==> src/rtl/schedule_1_pkg.sv <==
// Shared types and constants for the schedule_1 issue scheduler.
// Lane field widths, the registered output record and the bubble value.
package schedule_1_pkg;

  localparam int PC_W         = 32;
  localparam int OPC_W        = 17;
  localparam int REG_W        = 5;
  localparam int CSR_W        = 12;
  localparam int IMM_W        = 32;
  localparam int SCHED_LANE_W = 4;
  localparam int NREGS        = 32;

  typedef struct packed {
    logic [PC_W-1:0]  pc;
    logic [OPC_W-1:0] opcode;
    logic [REG_W-1:0] rd;
    logic [REG_W-1:0] rs1;
    logic [REG_W-1:0] rs2;
    logic [CSR_W-1:0] csr;
    logic [IMM_W-1:0] imm;
  } lane_fields_t;

  typedef struct packed {
    logic                    valid;
    logic [SCHED_LANE_W-1:0] lane;
    lane_fields_t            f;
  } sched_out_t;

  localparam sched_out_t SCHED_BUBBLE = '0;

  function automatic logic [NREGS-1:0] reg_onehot(input logic [REG_W-1:0] idx);
    logic [NREGS-1:0] m;
    m      = '0;
    m[idx] = 1'b1;
    return m;
  endfunction

endpackage

==> src/rtl/sched_scoreboard.sv <==
// Register busy scoreboard: one bit per architectural register, x0 never busy.
// Queries see the same-cycle writeback clear; a same-index set beats the clear.
module sched_scoreboard
  import schedule_1_pkg::*;
(
  input  logic             CLK,
  input  logic             RST,
  input  logic             clear_all,
  input  logic             set_en,
  input  logic [REG_W-1:0] set_idx,
  input  logic             clr_en,
  input  logic [REG_W-1:0] clr_idx,
  input  logic [REG_W-1:0] q_idx0,
  input  logic [REG_W-1:0] q_idx1,
  input  logic [REG_W-1:0] q_idx2,
  output logic             q_busy0,
  output logic             q_busy1,
  output logic             q_busy2
);

  logic [NREGS-1:0] busy_q;
  logic [NREGS-1:0] clr_mask;
  logic [NREGS-1:0] set_mask;
  logic [NREGS-1:0] busy_byp;

  always_comb begin
    clr_mask = '0;
    set_mask = '0;
    if (clr_en) clr_mask = reg_onehot(clr_idx);
    if (set_en && (set_idx != '0)) set_mask = reg_onehot(set_idx);
    busy_byp = busy_q & ~clr_mask;
  end

  always_comb begin
    q_busy0 = (q_idx0 != '0) && busy_byp[q_idx0];
    q_busy1 = (q_idx1 != '0) && busy_byp[q_idx1];
    q_busy2 = (q_idx2 != '0) && busy_byp[q_idx2];
  end

  always_ff @(posedge CLK) begin
    if (RST || clear_all) begin
      busy_q <= '0;
    end else begin
      busy_q <= (busy_byp | set_mask) & ~{{(NREGS-1){1'b0}}, 1'b1};
    end
  end

endmodule

==> src/rtl/schedule_1.sv <==
// First-stage issue scheduler: picks the highest-index accepting lane, checks
// its operands against the busy scoreboard, then issues or stalls.
module schedule_1
  import schedule_1_pkg::*;
#(
  parameter int COP_NUMS = 1,
  parameter int PNUMS    = COP_NUMS + 1
) (
  input  logic                    CLK,
  input  logic                    RST,
  input  logic                    FLUSH,
  input  logic                    MMU_WAIT,
  input  logic [PNUMS-1:0]        CHECK_ACCEPT,
  input  logic [PC_W*PNUMS-1:0]   CHECK_PC,
  input  logic [OPC_W*PNUMS-1:0]  CHECK_OPCODE,
  input  logic [REG_W*PNUMS-1:0]  CHECK_RD,
  input  logic [REG_W*PNUMS-1:0]  CHECK_RS1,
  input  logic [REG_W*PNUMS-1:0]  CHECK_RS2,
  input  logic [CSR_W*PNUMS-1:0]  CHECK_CSR,
  input  logic [IMM_W*PNUMS-1:0]  CHECK_IMM,
  input  logic                    WB_VALID,
  input  logic [REG_W-1:0]        WB_RD,
  output logic                    STALL,
  output logic                    SCHEDULE_VALID,
  output logic [SCHED_LANE_W-1:0] SCHEDULE_LANE,
  output logic [PC_W-1:0]         SCHEDULE_PC,
  output logic [OPC_W-1:0]        SCHEDULE_OPCODE,
  output logic [REG_W-1:0]        SCHEDULE_RD,
  output logic [REG_W-1:0]        SCHEDULE_RS1,
  output logic [REG_W-1:0]        SCHEDULE_RS2,
  output logic [CSR_W-1:0]        SCHEDULE_CSR,
  output logic [IMM_W-1:0]        SCHEDULE_IMM,
  output logic [31:0]             HAZARD_CNT
);

  lane_fields_t            lane_f [PNUMS];
  lane_fields_t            sel_f;
  logic                    sel_valid;
  logic [SCHED_LANE_W-1:0] sel_idx;
  logic                    busy_rs1;
  logic                    busy_rs2;
  logic                    busy_rd;
  logic                    hazard;
  logic                    issue;
  sched_out_t              out_q;
  logic [31:0]             hcnt_q;

  always_comb begin
    for (int i = 0; i < PNUMS; i++) begin
      lane_f[i].pc     = CHECK_PC[i*PC_W +: PC_W];
      lane_f[i].opcode = CHECK_OPCODE[i*OPC_W +: OPC_W];
      lane_f[i].rd     = CHECK_RD[i*REG_W +: REG_W];
      lane_f[i].rs1    = CHECK_RS1[i*REG_W +: REG_W];
      lane_f[i].rs2    = CHECK_RS2[i*REG_W +: REG_W];
      lane_f[i].csr    = CHECK_CSR[i*CSR_W +: CSR_W];
      lane_f[i].imm    = CHECK_IMM[i*IMM_W +: IMM_W];
    end
  end

  // Ascending scan so the highest accepting lane (a coprocessor) wins.
  always_comb begin
    sel_valid = 1'b0;
    sel_idx   = '0;
    sel_f     = '0;
    for (int i = 0; i < PNUMS; i++) begin
      if (CHECK_ACCEPT[i]) begin
        sel_valid = 1'b1;
        sel_idx   = SCHED_LANE_W'(i);
        sel_f     = lane_f[i];
      end
    end
  end

  sched_scoreboard u_sb (
    .CLK       (CLK),
    .RST       (RST),
    .clear_all (FLUSH),
    .set_en    (issue),
    .set_idx   (sel_f.rd),
    .clr_en    (WB_VALID),
    .clr_idx   (WB_RD),
    .q_idx0    (sel_f.rs1),
    .q_idx1    (sel_f.rs2),
    .q_idx2    (sel_f.rd),
    .q_busy0   (busy_rs1),
    .q_busy1   (busy_rs2),
    .q_busy2   (busy_rd)
  );

  always_comb begin
    hazard = sel_valid && (busy_rs1 || busy_rs2 || busy_rd);
    issue  = sel_valid && !hazard && !MMU_WAIT && !FLUSH && !RST;
    // Frozen pipeline needs no hold request.
    STALL  = hazard && !MMU_WAIT;
  end

  always_ff @(posedge CLK) begin
    if (RST || FLUSH) begin
      out_q <= SCHED_BUBBLE;
    end else if (!MMU_WAIT) begin
      if (issue) out_q <= sched_out_t'{valid: 1'b1, lane: sel_idx, f: sel_f};
      else       out_q <= SCHED_BUBBLE;
    end
  end

  always_ff @(posedge CLK) begin
    if (RST) begin
      hcnt_q <= '0;
    end else if (!FLUSH && !MMU_WAIT && hazard && (hcnt_q != 32'hFFFF_FFFF)) begin
      hcnt_q <= hcnt_q + 32'd1;
    end
  end

  always_comb begin
    SCHEDULE_VALID  = out_q.valid;
    SCHEDULE_LANE   = out_q.lane;
    SCHEDULE_PC     = out_q.f.pc;
    SCHEDULE_OPCODE = out_q.f.opcode;
    SCHEDULE_RD     = out_q.f.rd;
    SCHEDULE_RS1    = out_q.f.rs1;
    SCHEDULE_RS2    = out_q.f.rs2;
    SCHEDULE_CSR    = out_q.f.csr;
    SCHEDULE_IMM    = out_q.f.imm;
    HAZARD_CNT      = hcnt_q;
  end

endmodule

==> config.mk <==
export PLATFORM = sky130hd
export DESIGN_NAME = schedule_1
export DESIGN_NICKNAME = d
export VERILOG_FILES = /design/src/rtl/schedule_1_pkg.sv /design/src/rtl/sched_scoreboard.sv /design/src/rtl/schedule_1.sv
export SDC_FILE = /design/constraint.sdc
export NUM_CORES = 1
export LEC_CHECK = 0
export BUFFER_PORTS_ARGS = -buffer_cell sky130_fd_sc_hd__buf_2
export CORE_MARGIN = 2
export CORE_UTILIZATION = 43
export CTS_BUF_LIST = sky130_fd_sc_hd__clkbuf_16
export CTS_CLUSTER_DIAMETER = 30
export DETAILED_ROUTE_END_ITERATION = 8
export GPL_ROUTABILITY_DRIVEN = 0
export GPL_TIMING_DRIVEN = 0
export PLACE_DENSITY = 0.77
export SLEW_MARGIN = 5
export SYNTH_ARGS = -nofsm -noshare
export SYNTH_HDL_FRONTEND = slang
export SYNTH_HIERARCHICAL = 1
export SYNTH_SLANG_ARGS = --single-unit
==> constraint.sdc <==
create_clock -name CLK -period 4.5 [get_ports CLK]
set_input_delay 0.45 -clock CLK [delete_from_list [all_inputs] [get_ports CLK]]
set_output_delay 0.45 -clock CLK [all_outputs]
set_load 0.05 [all_outputs]
* Word-level counts from Yosys, hierarchy flattened *
Cells that the tools add are included.

storage, ports and cells
  input bits = 228
  word-level logic and storage cells = 66
  flip-flop bits (word level) = 177

cells by class
  $lt $le $gt $ge = 6
  multiplexer cells = 18
  bitwise operators = 3
  eq/ne operators = 1
  add/subtract/negate cells = 1
  reductions and logical operators = 25

operators by type and width
  operator                                                                       number
  108-bit two-way mux                                                            2
  113-bit two-way mux                                                            1
  32-bit two-way mux                                                             2
  32-bit by 1-bit adder with 32-bit output (second input constant)               1
  32-bit AND                                                                     1
  32-bit inequality test (second input constant)                                 1
  32-bit NOT                                                                     1
  32-bit OR                                                                      1
  5-bit by 6-bit less-than comparator with 1-bit output (second input constant)  4
  1-bit binary-select mux with 5-bit select                                      3
  1-bit logical AND                                                              15
  5-bit nonzero test                                                             3
  1-bit demux with 5-bit select                                                  2
  5-bit by 1-bit >= comparator with 1-bit output (second input constant)         2
  1-bit two-way mux                                                              8
  1-bit logical NOT                                                              4
  1-bit logical OR                                                               3

* Depth between registers and ports, before layout *
  depth after elaboration = 21
  gate-level depth with buffers = 19

* Cells and area by module *
Netlist, hierarchy kept.

by module, submodules not included
  module            times used  cells each  area each (um^2)
  schedule_1        1           609         5783.0
  sched_scoreboard  1           341         2626.3

* Least setup slack after synthesis *
No wires, ideal clock.

  path type = input to register
  start point = in CHECK_ACCEPT[1]
  end point = reg u_sb.busy_q[28]
  stages = 18
  setup slack = -0.047 ns
  setup time = 0.070 ns
  arrival = 4.477 ns
  required time = 4.430 ns
  path through = buf_2 -> nor2b_1 -> clkbuf_1 -> clkbuf_1 -> a22o_1 -> buf_2 -> buf_2 -> mux2_2 -> o311ai_0 -> nand4_1 -> a2bb2oi_1 -> o32ai_1 -> nor3_1 -> nor4b_4 -> clkbuf_1 -> nor3b_1 -> nand2_1 -> a21oi_1

RTL lines
  element               line                    source
  from (decl)           schedule_1.sv:13        input logic [PNUMS-1:0] CHECK_ACCEPT,
  to (signal assigned)  sched_scoreboard.sv:44  busy_q <= (busy_byp | set_mask) & ~{{(NREGS-1){1'b0}}, 1'b1};
  to (decl)             sched_scoreboard.sv:21  logic [NREGS-1:0] busy_q;

==> summary.md <==
| Metric | Value |
|---|---|
| Clock share of power | `43.5%` |
| Die area | `20700 sq um` |
| Number of buffers added on ports | `367` |
| Largest net degree at the start of global routing | `17` |
| Row Count | `51` |
| Status | `complete, but fails checks` |
| Filler Cell Count | `1803` |
| Layout area overhead | `34.8%` |
| Comb pwr share | `13.0%` |
| Starting Density | `43.5%` |
| CP Data Required Time | `4.81 ns` |
| R2R setup slack | `1.12 ns` |
| Number of hold violations in the final report | `0` |
| Routed len/inst | `21.2 um` |
| Crit-path max FO | `12` |
| Share of power burned in registers | `43.4%` |
| Skew final | `0.0154 ns` |
| Router iterations before antenna repair | `9` |
| # setup viols final | `0` |
| Total number of vias | `10100` |
| Wire length on met2 | `15600 um` |
| CP cell instances | `buf_2 > nor2b_1 > clkbuf_2 > clkbuf_4 > a22o_2 > clkbuf_1 > nor2_1 > a21oi_1 > o211ai_1 > o32ai_1 > nor3_2 > buf_4 > or4b_1 > or3_4 > nor3_1 > mux2_2` |
| Top Ports | `374` |
| Die width | `144 um` |
| Arrival time at the worst endpoint | `4.60 ns` |
| Final-stage net count | `1568` |
| CTS H-tree lvls | `4` |
| Drt total wl | `34400 um` |
| Crit path max-delay cell type | `or4b_1` |
| Failing checks | `design-rule violations` |
| End point of the critical path | `HAZARD_CNT[21]` |
| Worst vdd ir | `256 uV` |
| 1st-iter DRT viols | `1322` |
| Rel. slew slack | `46.5%` |
| Hold_sp | `CHECK_PC[45]` |
| Max-slew violation count | `0` |
| CP peak stage delay | `0.46 ns` |
| Area of the core | `19300 sq um` |
| Post-synth EDFFs | `0` |
| Switching portion of total power | `27.1%` |
| Worst r2r path cells | `10` |
| CP endpoint kind | `flop` |
| CTS Buf Count | `17` |
| Setup TNS | `0 ns` |
| Library cells used by synthesis | `72` |
| Die height | `144 um` |
| Cells after synthesis | `950` |
| Initial antenna violation count | `1` |
| Psw | `962 uW` |
| Worst r2r src | `u_sb/busy_q[31]` |
| Final period util | `95.3%` |
| CTS tree | `built` |
| Cell leakage power | `0.00467 uW` |
| Remaining DRCs | `2` |
| Root Buffer | `clkbuf_16` |
| Min cycle time layout | `4.29 ns` |
| Routed metal-1 wire length | `13600 um` |
| Vias in the first global route | `8984` |
| Post-route ant nets | `0` |
| Worst slew pin tran | `0.800 ns` |
| Clock transition at path regs | `0.08 ns` |
| Top FF cell, synth | `dfxtp_1` |
| Synth Register Bits | `173` |
| Max frequency | `233 MHz` |
| Clk sink count | `173` |
| Min-delay worst type | `primary input to flop` |
| Total grt overflow | `0` |
| Share of flip-flops with an asynchronous set or reset | `0%` |
| Warnings from Yosys | `6` |
| Clk_lat worst skew | `0.43 ns` |
| Crit path from | `CHECK_ACCEPT[1]` |
| First-pass GRT wire length | `49500 um` |
| Max cap viols | `0` |
| Share of cells above drive strength 1 | `36.1%` |
| DR top layer | `met5` |
| Syn avg cell area | `8.85 sq um` |
| Met3 WL post-DR | `3890 um` |
| Reg2reg end | `HAZARD_CNT[21]` |
| Seq/Total Area, Yosys | `41.2%` |
| Internal power | `2590 uW` |
| Routed vias/inst | `6.25` |
| Startpoint Class | `primary input` |
| Syn Std Cell Area | `8410 sq um` |
| Finished Core Util | `58.6%` |
| Multi-input gate area | `4560 sq um` |
| Bufs on Longest Clock Path | `2` |
| Power density over the cells | `314 nW/um^2` |
| Register area | `3460 sq um` |
| Dpl hpwl | `25700 um` |
| Total GRT Usage | `31.1%` |
| CP Class | `primary input to flop` |
## cell type report
class                           instances  share of cell area, %
Sequential cell                       173                   30.6
Timing Repair Buffer                  371                   16.6
Multi-Input combinational cell        676                   40.2
Clock buffer                           17                   3.75
Buffer                                 90                   3.96
Tap cell                              265                   2.93
Antenna cell                            2                 0.0442
Inverter                               10                  0.331
Clock inverter                         14                   1.61
## synth_stat cells, types with 3 or more instances
master / count / area (sq um)
dfxtp_1: 173 / 3460
or4_1: 14 / 105
nor4b_1: 3 / 26.3
a222oi_1: 93 / 931
xor2_1: 7 / 61.3
nand4_1: 15 / 93.8
a22o_1: 16 / 140
o21ai_1: 3 / 15.0
o2111ai_1: 6 / 52.6
o211ai_1: 8 / 60.1
mux4_2: 3 / 67.6
a21oi_1: 59 / 295
nor2_1: 137 / 514
nand4bb_1: 3 / 33.8
nor2b_1: 11 / 68.8
nor3b_1: 6 / 45.0
nand2_1: 50 / 188
and4_1: 5 / 43.8
nor3_1: 22 / 110
o21ai_0: 40 / 200
inv_1: 9 / 33.8
nand3_1: 15 / 75.1
buf_4: 6 / 45.0
and3_1: 5 / 31.3
mux2i_1: 21 / 210
a31oi_1: 4 / 25.0
nand4b_1: 4 / 35.0
a211oi_1: 5 / 37.5
a22oi_1: 16 / 120
o31ai_1: 15 / 113
o311ai_0: 11 / 96.3
clkbuf_1: 57 / 214
o32ai_1: 3 / 26.3
buf_2: 27 / 135
nor4_1: 7 / 43.8
mux2_2: 14 / 158
or3_1: 9 / 56.3
## layer usage
metal | vias to the layer above | GRT usage [%]
li1 | 4508 | -
met1 | 4767 | 39.3
met2 | 711 | 49.6
met3 | 127 | 9.03
met4 | 2 | 13.0
met5 | - | 0
## through the flow
stage          std cells  hold WS (ns)  cell area, sq um  power [uW]  setup slack (ns)
2_1_floorplan        952         0.462              8420        1820            0.0746
6_report            1618         0.257             11300        3560             0.213
4_1_cts             1615         0.242             11200        3550            0.0230
5_1_grt             1616         0.247             11300        3660           -0.0475
3_5_place_dp        1584         0.492             10600        2010             -1.70
3_3_place_gp        1584         0.470             10600        2010             -1.68
## how the worst min path moves through the flow
stage                            end  slack, ns  cells past startpoint
floorplan             u_sb/busy_q[2]       0.46                      2
global placement    SCHEDULE_LANE[0]       0.47                      2
detailed placement    u_sb/busy_q[1]       0.49                      2
CTS                  SCHEDULE_PC[13]       0.24                      3
global route        SCHEDULE_IMM[14]       0.25                      3
finish               SCHEDULE_PC[13]       0.26                      3
## sequential cells by signal, indices dropped and copies added, names as in the netlist
name	flops
SCHEDULE_CSR	12
SCHEDULE_RS1	5
HAZARD_CNT	32
SCHEDULE_RS2	5
SCHEDULE_LANE	1
SCHEDULE_VALID	1
SCHEDULE_IMM	32
SCHEDULE_RD	5
SCHEDULE_OPCODE	17
SCHEDULE_PC	32
u_sb/busy_q	31
## logic make-up (layout without fill, tap and decap cells)
logic type      count (synthesis)  in the layout  share of synthesized area [%]
fa+ha+maj                       1              1                          0.149
simple gates                  330            330                           20.2
buf+inv                       103            502                           5.45
mux                            38             38                           5.18
xor+xnor                        9              9                          0.937
flops                         173            173                           41.2
other cells                     1              5                         0.0446
compound gates                295            295                           26.8
## repair_timing
action / CTS / global route
endpoints found under the hold margin: 0 / 0
pin swaps: 1 / 1
hold buffers: 0 / 0
gates resized for setup: 11 / 38
endpoints found under the setup margin: 159 / 152
gates cloned: 0 / 0
setup buffers: 2 / 2
## power by group through the flow
stage                     combinational (uW)  sequential [uW]  clock, uW
final                                    464             1540       1550
after global routing                     491             1540       1630
after CTS                                442             1540       1570
after detailed placement                 432             1580          0
after global placement                   428             1580          0
after floorplan                          212             1600          0
## placed cells by master, fill, tap and decap left out, types with 15 or more instances in the layout
cell type / count
a21oi_1: 59
nor3_1: 21
o31ai_1: 15
nand2_1: 50
o21ai_0: 40
buf_2: 385
a222oi_1: 93
nor2_1: 136
nand3_1: 15
clkbuf_16: 17
a22oi_1: 16
mux2i_1: 21
clkbuf_1: 44
nand4_1: 15
dfxtp_1: 173
## critical path, delay by kind of cell
family	cells	cell delay, ns
AOI/OAI and AO/OA	4	1.14
buffers and inverters	5	1.23
muxes	1	0.35
and+or+nand+nor	6	1.41
Note: power is estimated with default switching activity, not from simulation.
